## config.mk

```make
export PLATFORM = sky130hd
export DESIGN_NAME = matrix_key_event
export DESIGN_NICKNAME = d
export VERILOG_FILES = /design/src/rtl/matrix_key_event.sv
export SDC_FILE = /design/constraint.sdc
export NUM_CORES = 1
export LEC_CHECK = 0
export BUFFER_PORTS_ARGS = -buffer_cell sky130_fd_sc_hd__buf_2
export CORE_UTILIZATION = 45
export CTS_CLUSTER_DIAMETER = 200
export CTS_CLUSTER_SIZE = 16
export DETAILED_ROUTE_END_ITERATION = 7
export GPL_TIMING_DRIVEN = 0
export SLEW_MARGIN = 30
export SYNTH_ARGS = -nofsm -noshare
export SYNTH_HDL_FRONTEND = slang
export SYNTH_SLANG_ARGS = --single-unit
```

## constraint.sdc

```tcl
create_clock -name clk_100M -period 2.8 [get_ports clk_100M]
set_input_delay 0.42 -clock clk_100M [delete_from_list [all_inputs] [get_ports clk_100M]]
set_output_delay 0.42 -clock clk_100M [all_outputs]
set_load 0.01 [all_outputs]
```

## src/rtl/matrix_key_event.sv

```systemverilog
// matrix_key_event: debounces a 4x4 key map and queues per-key press/release events (KEY_RELEASE_EVT_EN enables release events)
module matrix_key_event #(
    parameter int CLK_PER_MS  = 100_000,
    parameter int DEBOUNCE_MS = 20,
    parameter int FIFO_DEPTH  = 4
) (
    input  logic        clk_100M,
    input  logic        rst_p,
    input  logic        en,
    input  logic [15:0] key_in,
    output logic [15:0] key_state,
    output logic        evt_valid,
    output logic [4:0]  evt_data,
    input  logic        evt_ready,
    output logic        overflow
);
    localparam int TW = $clog2(CLK_PER_MS + 1);
    localparam int SW = $clog2(DEBOUNCE_MS + 1);
    localparam int PW = $clog2(FIFO_DEPTH);
    typedef enum logic {IDLE, SCAN} state_t;
    state_t         state_q, state_d;
    logic [15:0]    key_s_q, cand_q, diff_q, diff_d, key_state_q, key_state_d, new_diff;
    logic [TW-1:0]  tick_q;
    logic [SW-1:0]  stab_q;
    logic [4:0]     mem_q [FIFO_DEPTH];
    logic [4:0]     last_q, evt;
    logic [PW-1:0]  wr_q, rd_q;
    logic [PW:0]    cnt_q;
    logic [3:0]     idx;
    logic           tick, push, pop, wr, ovf_q;
    assign tick      = tick_q == TW'(CLK_PER_MS - 1);
    assign pop       = evt_valid & evt_ready;
    assign wr        = push & ((cnt_q != (PW+1)'(FIFO_DEPTH)) | pop);
    assign key_state = key_state_q;
    assign evt_valid = cnt_q != '0;
    assign evt_data  = evt_valid ? mem_q[rd_q] : last_q;
    assign overflow  = ovf_q;
`ifdef KEY_RELEASE_EVT_EN
    assign new_diff  = key_state_q ^ ~cand_q;
`else
    assign new_diff  = ~cand_q & ~key_state_q;
`endif
    // synchroniser, ms tick and stability counter; debounce freezes while en is low
    always_ff @(posedge clk_100M) begin
        if (rst_p) begin
            key_s_q <= 16'hffff;
            cand_q  <= 16'hffff;
            tick_q  <= '0;
            stab_q  <= '0;
        end else begin
            key_s_q <= key_in;
            if (en) begin
                tick_q <= tick ? '0 : tick_q + 1'b1;
                if (key_s_q != cand_q) begin
                    cand_q <= key_s_q;
                    stab_q <= '0;
                end else if (tick && stab_q != SW'(DEBOUNCE_MS)) begin
                    stab_q <= stab_q + 1'b1;
                end
            end
        end
    end
    // lowest pending changed key in the scan mask
    always_comb begin
        idx = '0;
        for (int k = 15; k >= 0; k--) if (diff_q[k]) idx = 4'(k);
    end
    // accept a stable new map, then emit one event per changed key, lowest index first
    always_comb begin
        state_d     = state_q;
        diff_d      = diff_q;
        key_state_d = key_state_q;
        push        = 1'b0;
`ifdef KEY_RELEASE_EVT_EN
        evt         = {~key_state_q[idx], idx};
`else
        evt         = {1'b0, idx};
`endif
        if (en && state_q == IDLE && stab_q == SW'(DEBOUNCE_MS) && ~cand_q != key_state_q) begin
            key_state_d = ~cand_q;
            diff_d      = new_diff;
            state_d     = |new_diff ? SCAN : IDLE;
        end else if (en && state_q == SCAN) begin
            push    = 1'b1;
            diff_d  = diff_q & ~(16'b1 << idx);
            state_d = |diff_d ? SCAN : IDLE;
        end
    end
    // FSM and debounced map registers
    always_ff @(posedge clk_100M) begin
        if (rst_p) begin
            state_q     <= IDLE;
            diff_q      <= '0;
            key_state_q <= '0;
        end else begin
            state_q     <= state_d;
            diff_q      <= diff_d;
            key_state_q <= key_state_d;
        end
    end
    // event storage; contents only matter where the occupancy count says so
    always_ff @(posedge clk_100M) begin
        if (wr) mem_q[wr_q] <= evt;
    end
    // FIFO pointers, occupancy, held output and sticky overflow
    always_ff @(posedge clk_100M) begin
        if (rst_p) begin
            wr_q   <= '0;
            rd_q   <= '0;
            cnt_q  <= '0;
            last_q <= '0;
            ovf_q  <= 1'b0;
        end else begin
            if (wr) wr_q <= wr_q + 1'b1;
            if (pop) begin
                rd_q   <= rd_q + 1'b1;
                last_q <= mem_q[rd_q];
            end
            cnt_q <= cnt_q + (PW+1)'(wr) - (PW+1)'(pop);
            if (push && !wr) ovf_q <= 1'b1;
        end
    end
endmodule
```

==> results.toml, run 1 <==
[layout]
seq_area_sq_mm = 0.00250
finish.utilization = 0.548
num-nets-final = 713
area_growth_syn_to_layout_pct = 17.1
drive_above_1_share = 0.185
filler_cell_count = 1184
diodes = 0
multi_input_comb_area_sq_mm = 0.00288

[die]
die_width_microns = 115
initial_standard_cell_utilization_of_the_core = 0.468
std_cell_rows = 40
die-height_microns = 115
dieArea_sq_mm = 0.0132
io-pin-count = 43
fp.coreArea_sq_mm = 0.0122

[timing]
layout_min_cycle_time_ps = 2630
worst-slew-pin-transition_ps = 616
holdWs_ps = 187
slew_viol_final = 0
timing_hold_violations_final = 0
timing.final.setup_violations = 0
unrepaired_setup_endpoints_after_global_routing = "no"
timing.clock.skew_ps = 7.75
fin_crit_sh = 0.938
maxSlewHeadroom = 0.584
fmaxAchievable_mhz = 381

[worst_setup_path]
timing.critical_path.to = "state_q"
r2r_end = "state_q"
worst-endpoint-arrival_ps = 2880
crit_fanout = 3
timing.critical_path.required_ps = 3050
ff2ff_setup_slack_ps = 170
slowest_stage = "sky130_fd_sc_hd__or4_1"
worstSetupEndpointType = "register"
crit_path_cell_trace = "inv_1, ha_1, nand4_1, or4_1, a31oi_1, o2111ai_1, a2111oi_1, a41oi_1"
cpPeakStageDelay_ps = 540
critPathLaunch = "cand_q[13]"
reg2reg_depth = 8
startpoint_type = "register"
worst_r2r_startpoint = "cand_q[13]"
setup.worst_path.class = "register to register"

[detailed_routing]
routed_vias_inst = 5.43
detail-route-antenna-nets = 0
drt_pass1_iterations = 5
drc = 0
wl_per_cell_microns = 15.9
detailedRoute.firstIterationViolations = 311
route.final.wire_length_microns = 13400
vias = 4608

[job]
max-cap-violations = 0

[pwr]
power_frac_seq = 0.440
powerDensity_mw_per_mm2 = 596
static-leakage-power_nw = 2.62
clock_share_of_power = 0.516
p_sw_frac = 0.221
comb_power_share = 0.044
internal_power_mw = 3.11
power.ir.vdd_worst_mv = 0.499
reported_net_switching_power_mw = 0.881

[clock_tree]
cts_resized = 0
clockRootBuffer = "sky130_fd_sc_hd__clkbuf_16"
worstSkewPairLatency_ps = 410
ctsHoldBuffers = 0
clkTransAtPathRegs_ps = 50
clock_sinks = 117
htree_levels = 4
post_cts.repair.setup_buffers = 0
cts_made_buffers = 17
cts-root-to-sink-buffers = 2
cts_tree = "built"

[logic_synthesis]
synth.yosys.seq_area_share = 0.438
synth_fa_ha_area_frac = 0.0582
postSynthCellCount = 609
postSynthAreaPerCell_sq_um = 9.39
ys_seq_elements = 117
synthMostInstantiatedCell = "sky130_fd_sc_hd__dfxtp_1"
ys_warn_count = 0
synthDominantAreaCellType = "sky130_fd_sc_hd__dfxtp_1"
synth.area.mux_share = 0.0342
area_fraction_in_compound_gates_after_synthesis = 0.165
synthesis.area_sq_mm = 0.00572
synth_edf_count = 16
dominant_combinational_cell_family_by_area_after_synthesis = "simple AND/OR/NAND/NOR gates"
synthArstFlopShare = 0
ys.flop_type = "sky130_fd_sc_hd__dfxtp_1"
post_synth_main_area_contributors = "sky130_fd_sc_hd__dfxtp_1 35%, sky130_fd_sc_hd__edfxtp_1 8.4%, sky130_fd_sc_hd__ha_1 5.5%"
syn-num-nets = 655
yosys.cell_types.count = 70
synth_top_area_frac = 0.354
synth-xor-area-share = 0.0582
synth_top_cells_by_count = "101 x sky130_fd_sc_hd__dfxtp_1, 72 x sky130_fd_sc_hd__nor2_1, 47 x sky130_fd_sc_hd__inv_1, 41 x sky130_fd_sc_hd__a21oi_1, 36 x sky130_fd_sc_hd__nand2_1"
simple_gate_share_of_the_synthesized_area = 0.187

[status]
outcome = "finished clean"

[global_route]
grt_pass1_wl_microns = 21900
globalRoute.totalOverflow = 0
via_count_of_the_first_global_routing_pass = 4297
grt_use_total = 0.220
grt_antenna_before_repair = 0
grt_max_degree = 17

[placed_design]
placement.io_buffers = 40
gpl.final_weighted_congestion = 0.904
detailed_place_hpwl_microns = 10100

[worst_hold_path]
min_path_type = "input port to register"
==> registers in the layout (all words and copies together) (netlist names), named ones only <==
| register | flops |
|---|---|
| key_s_q | 16 |
| mem_q | 16 |
| stab_q | 5 |
| overflow | 1 |
| cand_q | 16 |
| rd_q | 2 |
| last_q | 4 |
| state_q | 1 |
| diff_q | 16 |
| wr_q | 2 |
| cnt_q | 3 |
| tick_q | 17 |
| key_state | 16 |
==> critical path: cells and delay by family (launching register included) <==
| kind | cells | cell delay, ps |
|---|---|---|
| AOI/OAI and AO/OA | 4 | 1070 |
| and+or+nand+nor | 2 | 630 |
| DFF | 1 | 390 |
| adders and majority gates | 1 | 280 |
| buffers and inverters | 1 | 100 |
==> power groups by stage <==
stage	logic (mW)	registers [mW]	clock network, mW
finish	0.177	1.75	2.06
global route	0.197	1.76	2.19
CTS	0.178	1.75	2.09
detailed placement	0.176	1.79	0
global placement	0.173	1.79	0
floorplan	0.122	1.78	0
==> how the worst min path moves through the flow <==
| stage | endpoint | startpoint | cells after the start | slack, ps |
|---|---|---|---|---|
| 6_report | key_s_q[11] | key_in[11] | 2 | 190 |
| 5_1_grt | key_s_q[3] | key_in[3] | 2 | 170 |
| 4_1_cts | key_s_q[0] | key_in[0] | 2 | 170 |
| 3_5_place_dp | last_q[1] | last_q[1] | 2 | 480 |
| 3_3_place_gp | last_q[2] | last_q[2] | 2 | 470 |
| 2_1_floorplan | last_q[0] | last_q[0] | 2 | 460 |
==> metrics by stage <==
step	worst slack (ps)	TNS, ps	instance area, sq um	power (mW)	std cells
6_report	175	0	6690	3.99	848
5_1_grt	20.7	0	6690	4.14	848
4_1_cts	9.27	0	6690	4.03	849
3_5_place_dp	-48.2	-48.2	6130	1.97	817
3_3_place_gp	26.8	0	6130	1.96	817
2_1_floorplan	215	0	5720	1.90	609
==> kinds of logic (layout without fill, tap and decap cells) <==
group                    Yosys count  in the layout
AO/OA/AOI/OAI                    133            133
XOR/XNOR                          38             38
adder cells (fa/ha/maj)           26             26
buffers and inverters             80            151
flip-flops                       117            117
multiplexers                      14             14
other                              1              1
AND/OR/NAND/NOR                  200            200
==> layer usage <==
layer	vias to the layer above	share of wire	track usage
met2	118	0.48	0.360
met5	-	0	0
li1	2289	-	-
met4	0	0.013	0.0788
met3	16	0.041	0.0572
met1	2185	0.47	0.282
==> layout by cell type (no fill, tap or decap), types with 9 or more instances in the layout <==
master,Yosys,final
sky130_fd_sc_hd__a211oi_1,20,20
sky130_fd_sc_hd__a21oi_1,41,41
sky130_fd_sc_hd__a311o_1,16,16
sky130_fd_sc_hd__a31oi_1,14,14
sky130_fd_sc_hd__buf_2,4,44
sky130_fd_sc_hd__clkbuf_1,18,19
sky130_fd_sc_hd__clkbuf_16,0,17
sky130_fd_sc_hd__dfxtp_1,101,101
sky130_fd_sc_hd__edfxtp_1,16,16
sky130_fd_sc_hd__ha_1,25,25
sky130_fd_sc_hd__inv_1,47,47
sky130_fd_sc_hd__nand2_1,36,36
sky130_fd_sc_hd__nand4_1,15,15
sky130_fd_sc_hd__nor2_1,72,71
sky130_fd_sc_hd__o21ai_0,9,9
sky130_fd_sc_hd__or2_2,18,18
sky130_fd_sc_hd__xor2_1,31,31
==> final cells by class <==
type | instances | area share
plain buffers | 31 | 0.0226
clock buffers | 19 | 0.0647
clock inverters | 13 | 0.0200
inverters | 48 | 0.0271
multi-input cells | 412 | 0.430
flip-flops and latches | 117 | 0.374
well taps | 168 | 0.0314
repair buffers | 40 | 0.0299
Power figures use the tool's default switching activity.
==> inputs of run 2 (changes only) <==
- ABC_AREA: unset -> 1
- CORE_MARGIN: unset -> 2
- REMOVE_ABC_BUFFERS: unset -> 1
==> run 2 against run 1 <==
  * Count of clock-buffer cells in the layout rose by 5
  * Power up 8.5%
  * Cell count increased by 7.1%
  * Register-to-register slack improved by 120 ps
  * Sequential share of layout area increased by 1.3 points
  * Fmax increased by 4.8%
  * Utilization is 1.2 points lower
  * Via count decreased by 2.6%
  * Clock skew grew 2.0 ps
  * Synthesized area decreased by 2.6%
  * Combinational power rose to 2.9 times the previous value
  * Clock power down 4%
==> results.toml, run 2 <==
[layout]
largest_register = "tick_q"
largest_register_ff_count = 17
mostFrequentLayoutCells = "104 x sky130_fd_sc_hd__nand2_1, 101 x sky130_fd_sc_hd__dfxtp_1, 94 x sky130_fd_sc_hd__inv_1"
filler_cell_count = 1159
seq_area_sq_mm = 0.00250
diodes = 0
fin_area_sq_mm = 0.00647
drive_above_1_share = 0.170
layoutNonFillerInstCount = 908
multi_input_comb_area_sq_mm = 0.00259
num-nets-final = 776
layout.cells.most_common = "sky130_fd_sc_hd__nand2_1"
area_growth_syn_to_layout_pct = 16.2

[logic_synthesis]
ys.flop_type = "sky130_fd_sc_hd__dfxtp_1"
synth_edf_count = 16
synthArstFlopShare = 0
synth_top_cells_by_count = "105 x sky130_fd_sc_hd__nand2_1, 101 x sky130_fd_sc_hd__dfxtp_1, 95 x sky130_fd_sc_hd__inv_1, 49 x sky130_fd_sc_hd__o21ai_0, 44 x sky130_fd_sc_hd__a21oi_1"
synth_top_area_frac = 0.363
ys_seq_elements = 117
post_synth_main_area_contributors = "sky130_fd_sc_hd__dfxtp_1 36%, sky130_fd_sc_hd__edfxtp_1 8.6%, sky130_fd_sc_hd__nand2_1 7.1%"
ys_warn_count = 0
synthesis.area_sq_mm = 0.00556
postSynthAreaPerCell_sq_um = 8.06
synth.yosys.seq_area_share = 0.450
synthDominantAreaCellType = "sky130_fd_sc_hd__dfxtp_1"
synthMostInstantiatedCell = "sky130_fd_sc_hd__nand2_1"
yosys.cell_types.count = 43
postSynthCellCount = 690

[clock_tree]
cts-root-to-sink-buffers = 2
clkTransAtPathRegs_ps = 50
cts_made_buffers = 17
clockRootBuffer = "sky130_fd_sc_hd__clkbuf_16"
clock_sinks = 117
htree_levels = 4
worstSkewPairLatency_ps = 400
cts_tree = "built"

[worst_hold_path]
min_path_type = "input port to register"
hold_end = "key_s_q[5]"
hold_path_startpoint = "key_in[5]"
number_of_stages_on_the_worst_hold_path = 2

[worst_setup_path]
crit_family = "adder cells"
count_of_cell_instances_traversed_by_the_critical_path = 11
crit_fanout = 10
r2r_end = "cnt_q[2]"
ff2ff_setup_slack_ps = 290
slowest_stage = "sky130_fd_sc_hd__fa_1"
timing.critical_path.required_ps = 3130
startpoint_type = "register"
worst_r2r_startpoint = "state_q"
worstSetupEndpointType = "register"
worst-path-buf-inv = 3
setup.worst_path.class = "register to register"
worst-endpoint-arrival_ps = 2840
crit_path_cell_trace = "nand2_1, a31oi_2, inv_1, ha_1, inv_1, ha_1, inv_1, fa_1, xor2_1, o21ai_0, a21oi_1"
cpMostUsedCell = "sky130_fd_sc_hd__inv_1"
reg2reg_depth = 11
cpPeakStageDelay_ps = 370

[timing]
layout_min_cycle_time_ps = 2510
maxSlewHeadroom = 0.389
timing.final.setup_violations = 0
slew_viol_final = 0
worst-slew-pin-transition_ps = 916
timing_hold_violations_final = 0
unrepaired_setup_endpoints_after_global_routing = "no"
fmaxAchievable_mhz = 399
timing.clock.skew_ps = 9.73
timing.setup.tns_ps = 0
fin_crit_sh = 0.895

[detailed_routing]
detailedRoute.firstIterationViolations = 203
routed_vias_inst = 4.94
drt_pass1_iterations = 4
route.final.wire_length_microns = 11700
vias = 4487
detail-route-antenna-nets = 0
wl_per_cell_microns = 12.9
drc = 0

[global_route]
grt_use_total = 0.190
globalRoute.totalOverflow = 0
grt_max_degree = 46
grt_pass1_wl_microns = 19800
grt_antenna_before_repair = 0
via_count_of_the_first_global_routing_pass = 4380

[pwr]
comb_power_share = 0.119
powerDensity_mw_per_mm2 = 669
power.ir.vdd_worst_mv = 0.359
reported_net_switching_power_mw = 1.06
static-leakage-power_nw = 2.74
power_frac_seq = 0.426
internal_power_mw = 3.27
clock_share_of_power = 0.455
p_sw_frac = 0.244

[die]
io-pin-count = 43
fp.coreArea_sq_mm = 0.0121
die_width_microns = 115
die-height_microns = 115
initial_standard_cell_utilization_of_the_core = 0.461
std_cell_rows = 40
dieArea_sq_mm = 0.0133

[status]
outcome = "finished clean"

[placed_design]
detailed_place_hpwl_microns = 8530
dp_cells = 878
postPlaceCellArea_sq_mm = 0.00588
placement.io_buffers = 41
gpl.final_weighted_congestion = 0.897

[job]
max-cap-violations = 0
run 2: layout make-up:
| class | instances | share of cell area |
|---|---|---|
| tap | 168 | 0.0325 |
| multi-input combinational | 446 | 0.400 |
| inverter | 106 | 0.0615 |
| timing repair buffer | 42 | 0.0348 |
| clock buffer | 24 | 0.0760 |
| sequential | 117 | 0.387 |
| clock inverter | 5 | 0.00774 |
run 2: metrics by stage:
step | hold slack [ps] | total power, mW | utilization | setup slack (ps)
finish | 194 | 4.33 | 0.536 | 295
global route | 178 | 4.54 | 0.536 | 22.9
CTS | 175 | 4.37 | 0.533 | 0.0120
detailed placement | 445 | 2.38 | 0.488 | -339
global placement | 437 | 2.35 | 0.488 | -312
floorplan | 414 | 2.20 | - | 207
run 2: how the worst max path moves through the flow:
stage            startpoint          to  slack [ps]
3_5_place_dp     cand_q[14]  diff_q[15]        -340
6_report            state_q    cnt_q[2]         290
4_1_cts          cand_q[14]   diff_q[3]        0.01
3_3_place_gp     cand_q[10]   diff_q[7]        -310
5_1_grt            cnt_q[1]    cnt_q[2]          20
2_1_floorplan  key_state[7]  diff_q[11]         210
run 2: power by group through the flow:
stage	clock [mW]	sequential, mW	combinational, mW
6_report	1.97	1.84	0.514
5_1_grt	2.09	1.85	0.594
4_1_cts	2.02	1.84	0.512
3_5_place_dp	0	1.87	0.506
3_3_place_gp	0	1.87	0.482
2_1_floorplan	0	1.86	0.337
run 2: what timing repair did:
item                       CTS  global route
pin swaps                    0             1
hold buffers                 0             0
setup endpoints to repair   18            18
resized for setup            2             4
buffers inserted             0             1
run 2: kinds of logic after synthesis:
logic type,count (synthesis),share of synthesized area
flip-flops,117,0.450
other,1,0.000674
AO/OA/AOI/OAI,138,0.141
XOR/XNOR,17,0.0268
adder cells (fa/ha/maj),26,0.0598
AND/OR/NAND/NOR,264,0.233
buffers and inverters,127,0.0890
run 2: per-layer routing:
layer	vias to the layer above	GRT usage	wire, microns
met3	17	0.0427	332
met4	0	0.0916	231
met1	2044	0.220	5410
met5	-	0	0
met2	67	0.332	5720
li1	2359	-	-
==> inputs of run 3 (changes only) <==
- ABC_AREA: 1 -> 0
- PLACE_DENSITY: unset -> 0.67
==> run 3 against run 2 <==
  * Die area is 2.6% higher
  * Count of clock-buffer cells in the layout is 3 lower
  * Combinational power is 68% lower
  * Utilization is 0.85 points lower
  * Via count is 0.40% lower
  * Largest cell class unchanged
==> results.toml, run 3 (same netlist as run 1, synthesis figures left out) <==
[pwr]
comb_power_share = 0.042
internal_power_mw = 3.07
clock_share_of_power = 0.514
reported_net_switching_power_mw = 0.881
p_sw_frac = 0.223
power_frac_seq = 0.444
powerDensity_mw_per_mm2 = 598
static-leakage-power_nw = 2.57
power.ir.vdd_worst_mv = 0.416

[global_route]
grt_max_degree = 84
grt_pass1_wl_microns = 19700
via_count_of_the_first_global_routing_pass = 4026
grt_use_total = 0.188
grt_antenna_before_repair = 0
globalRoute.totalOverflow = 0

[timing]
timing.clock.skew_ps = 8.53
fin_crit_sh = 0.927
layout_min_cycle_time_ps = 2600
worst_setup_slack_after_layout_ps = 203
timing_hold_violations_final = 0
slew_viol_final = 0
fmaxAchievable_mhz = 385
timing.final.setup_violations = 0
timing.setup.tns_ps = 0
unrepaired_setup_endpoints_after_global_routing = "no"
maxSlewHeadroom = 0.453
worst-slew-pin-transition_ps = 820

[clock_tree]
clockRootBuffer = "sky130_fd_sc_hd__clkbuf_16"
worstSkewPairLatency_ps = 420
htree_levels = 4
clkTransAtPathRegs_ps = 60
cts-root-to-sink-buffers = 2
cts_tree = "built"
clock_sinks = 117
cts_made_buffers = 17

[placed_design]
dp_cells = 793
gpl.final_weighted_congestion = 0.865
postPlaceCellArea_sq_mm = 0.00603
pre_cts_ws_ps = -892
placement.io_buffers = 41
detailed_place_hpwl_microns = 8320

[worst_setup_path]
startpoint_type = "register"
worst-endpoint-arrival_ps = 2860
crit_path_cell_trace = "or3_1, and2_1, ha_1, inv_1, ha_1, inv_1, fa_1, xor2_1, xnor2_1, nor2_1"
crit_fanout = 7
setup.worst_path.class = "register to register"
slowest_stage = "sky130_fd_sc_hd__or3_1"
timing.critical_path.required_ps = 3070
cpPeakStageDelay_ps = 470
worstSetupEndpointType = "register"

[layout]
finish.utilization = 0.528
layoutNonFillerInstCount = 825
filler_cell_count = 1175
area_growth_syn_to_layout_pct = 15.6
layout.cells.most_common = "sky130_fd_sc_hd__dfxtp_1"
mostFrequentLayoutCells = "101 x sky130_fd_sc_hd__dfxtp_1, 71 x sky130_fd_sc_hd__nor2_1, 47 x sky130_fd_sc_hd__inv_1"
fin_area_sq_mm = 0.00661
drive_above_1_share = 0.185
diodes = 0
largest_register = "tick_q"
largest_register_ff_count = 17
num-nets-final = 686

[detailed_routing]
routed_vias_inst = 5.42
detailedRoute.firstIterationViolations = 250
top_layer_used = "met4"
drc = 0
wirelength_met1_microns = 5430
vias = 4469
detail-route-antenna-nets = 0
dr_wl_met2_microns = 5750
routed-wl-met3_microns = 582
drt_pass1_iterations = 6
route.final.wire_length_microns = 12000
wl_per_cell_microns = 14.6

[die]
io-pin-count = 43
std_cell_rows = 41
fp.coreArea_sq_mm = 0.0125
die-height_microns = 117
initial_standard_cell_utilization_of_the_core = 0.457
dieArea_sq_mm = 0.0136
die_width_microns = 117

[job]
max-cap-violations = 0

[status]
outcome = "finished clean"

[worst_hold_path]
min_path_type = "input port to register"
## run 3: final timing paths
kind	from	endpoint	slack, ps	cells after the start
max	cnt_q[1]	cnt_q[2]	200	10
min	key_in[2]	key_s_q[2]	180	2
max reg2reg	cnt_q[1]	cnt_q[2]	200	10
min reg2reg	cand_q[8]	key_state[8]	480	1
## run 3: critical path: cells and delay by family, from the launching register on
| family | cells | cell delay, ps |
|---|---|---|
| buf+inv | 2 | 90 |
| fa+ha+maj | 3 | 830 |
| simple gates | 3 | 860 |
| flops | 1 | 350 |
| xor+xnor | 2 | 310 |
## run 3: metrics by stage
| step | hold WS [ps] | total power [mW] |
|---|---|---|
| after floorplan | 451 | 1.88 |
| after global placement | 464 | 1.95 |
| after detailed placement | 474 | 1.95 |
| after CTS | 163 | 4.00 |
| after global routing | 166 | 4.09 |
| final | 180 | 3.95 |
## run 3: routing by layer
layer / vias up / global-route usage
met5: - / 0
li1: 2237 / -
met4: 0 / 0.0792
met2: 129 / 0.297
met3: 26 / 0.0519
met1: 2077 / 0.241
## run 3: area by class of cell
cell class                      count  area (sq um)  share of cell area
Multi-Input combinational cell    412          2880               0.436
Sequential cell                   117          2500               0.379
Clock buffer                       21           460              0.0697
Timing Repair Buffer               44           260              0.0394
Tap cell                          172           215              0.0326
Inverter                           48           181              0.0275
Clock inverter                     11           103              0.0155
## run 3: power by group through the flow
stage                     Sequential (mW)  Clock, mW  Combinational, mW
after CTS                            1.75       2.07              0.169
final                                1.75       2.03              0.167
after detailed placement             1.79          0              0.166
after floorplan                      1.78          0             0.0961
after global routing                 1.76       2.15              0.186
after global placement               1.79          0              0.162
## run 3: timing repair
action,CTS,global route
endpoints found under the setup margin,2,1
hold buffers,0,0
setup buffers,0,0
gates resized for setup,2,1
gates cloned,0,0
pin swaps,0,0
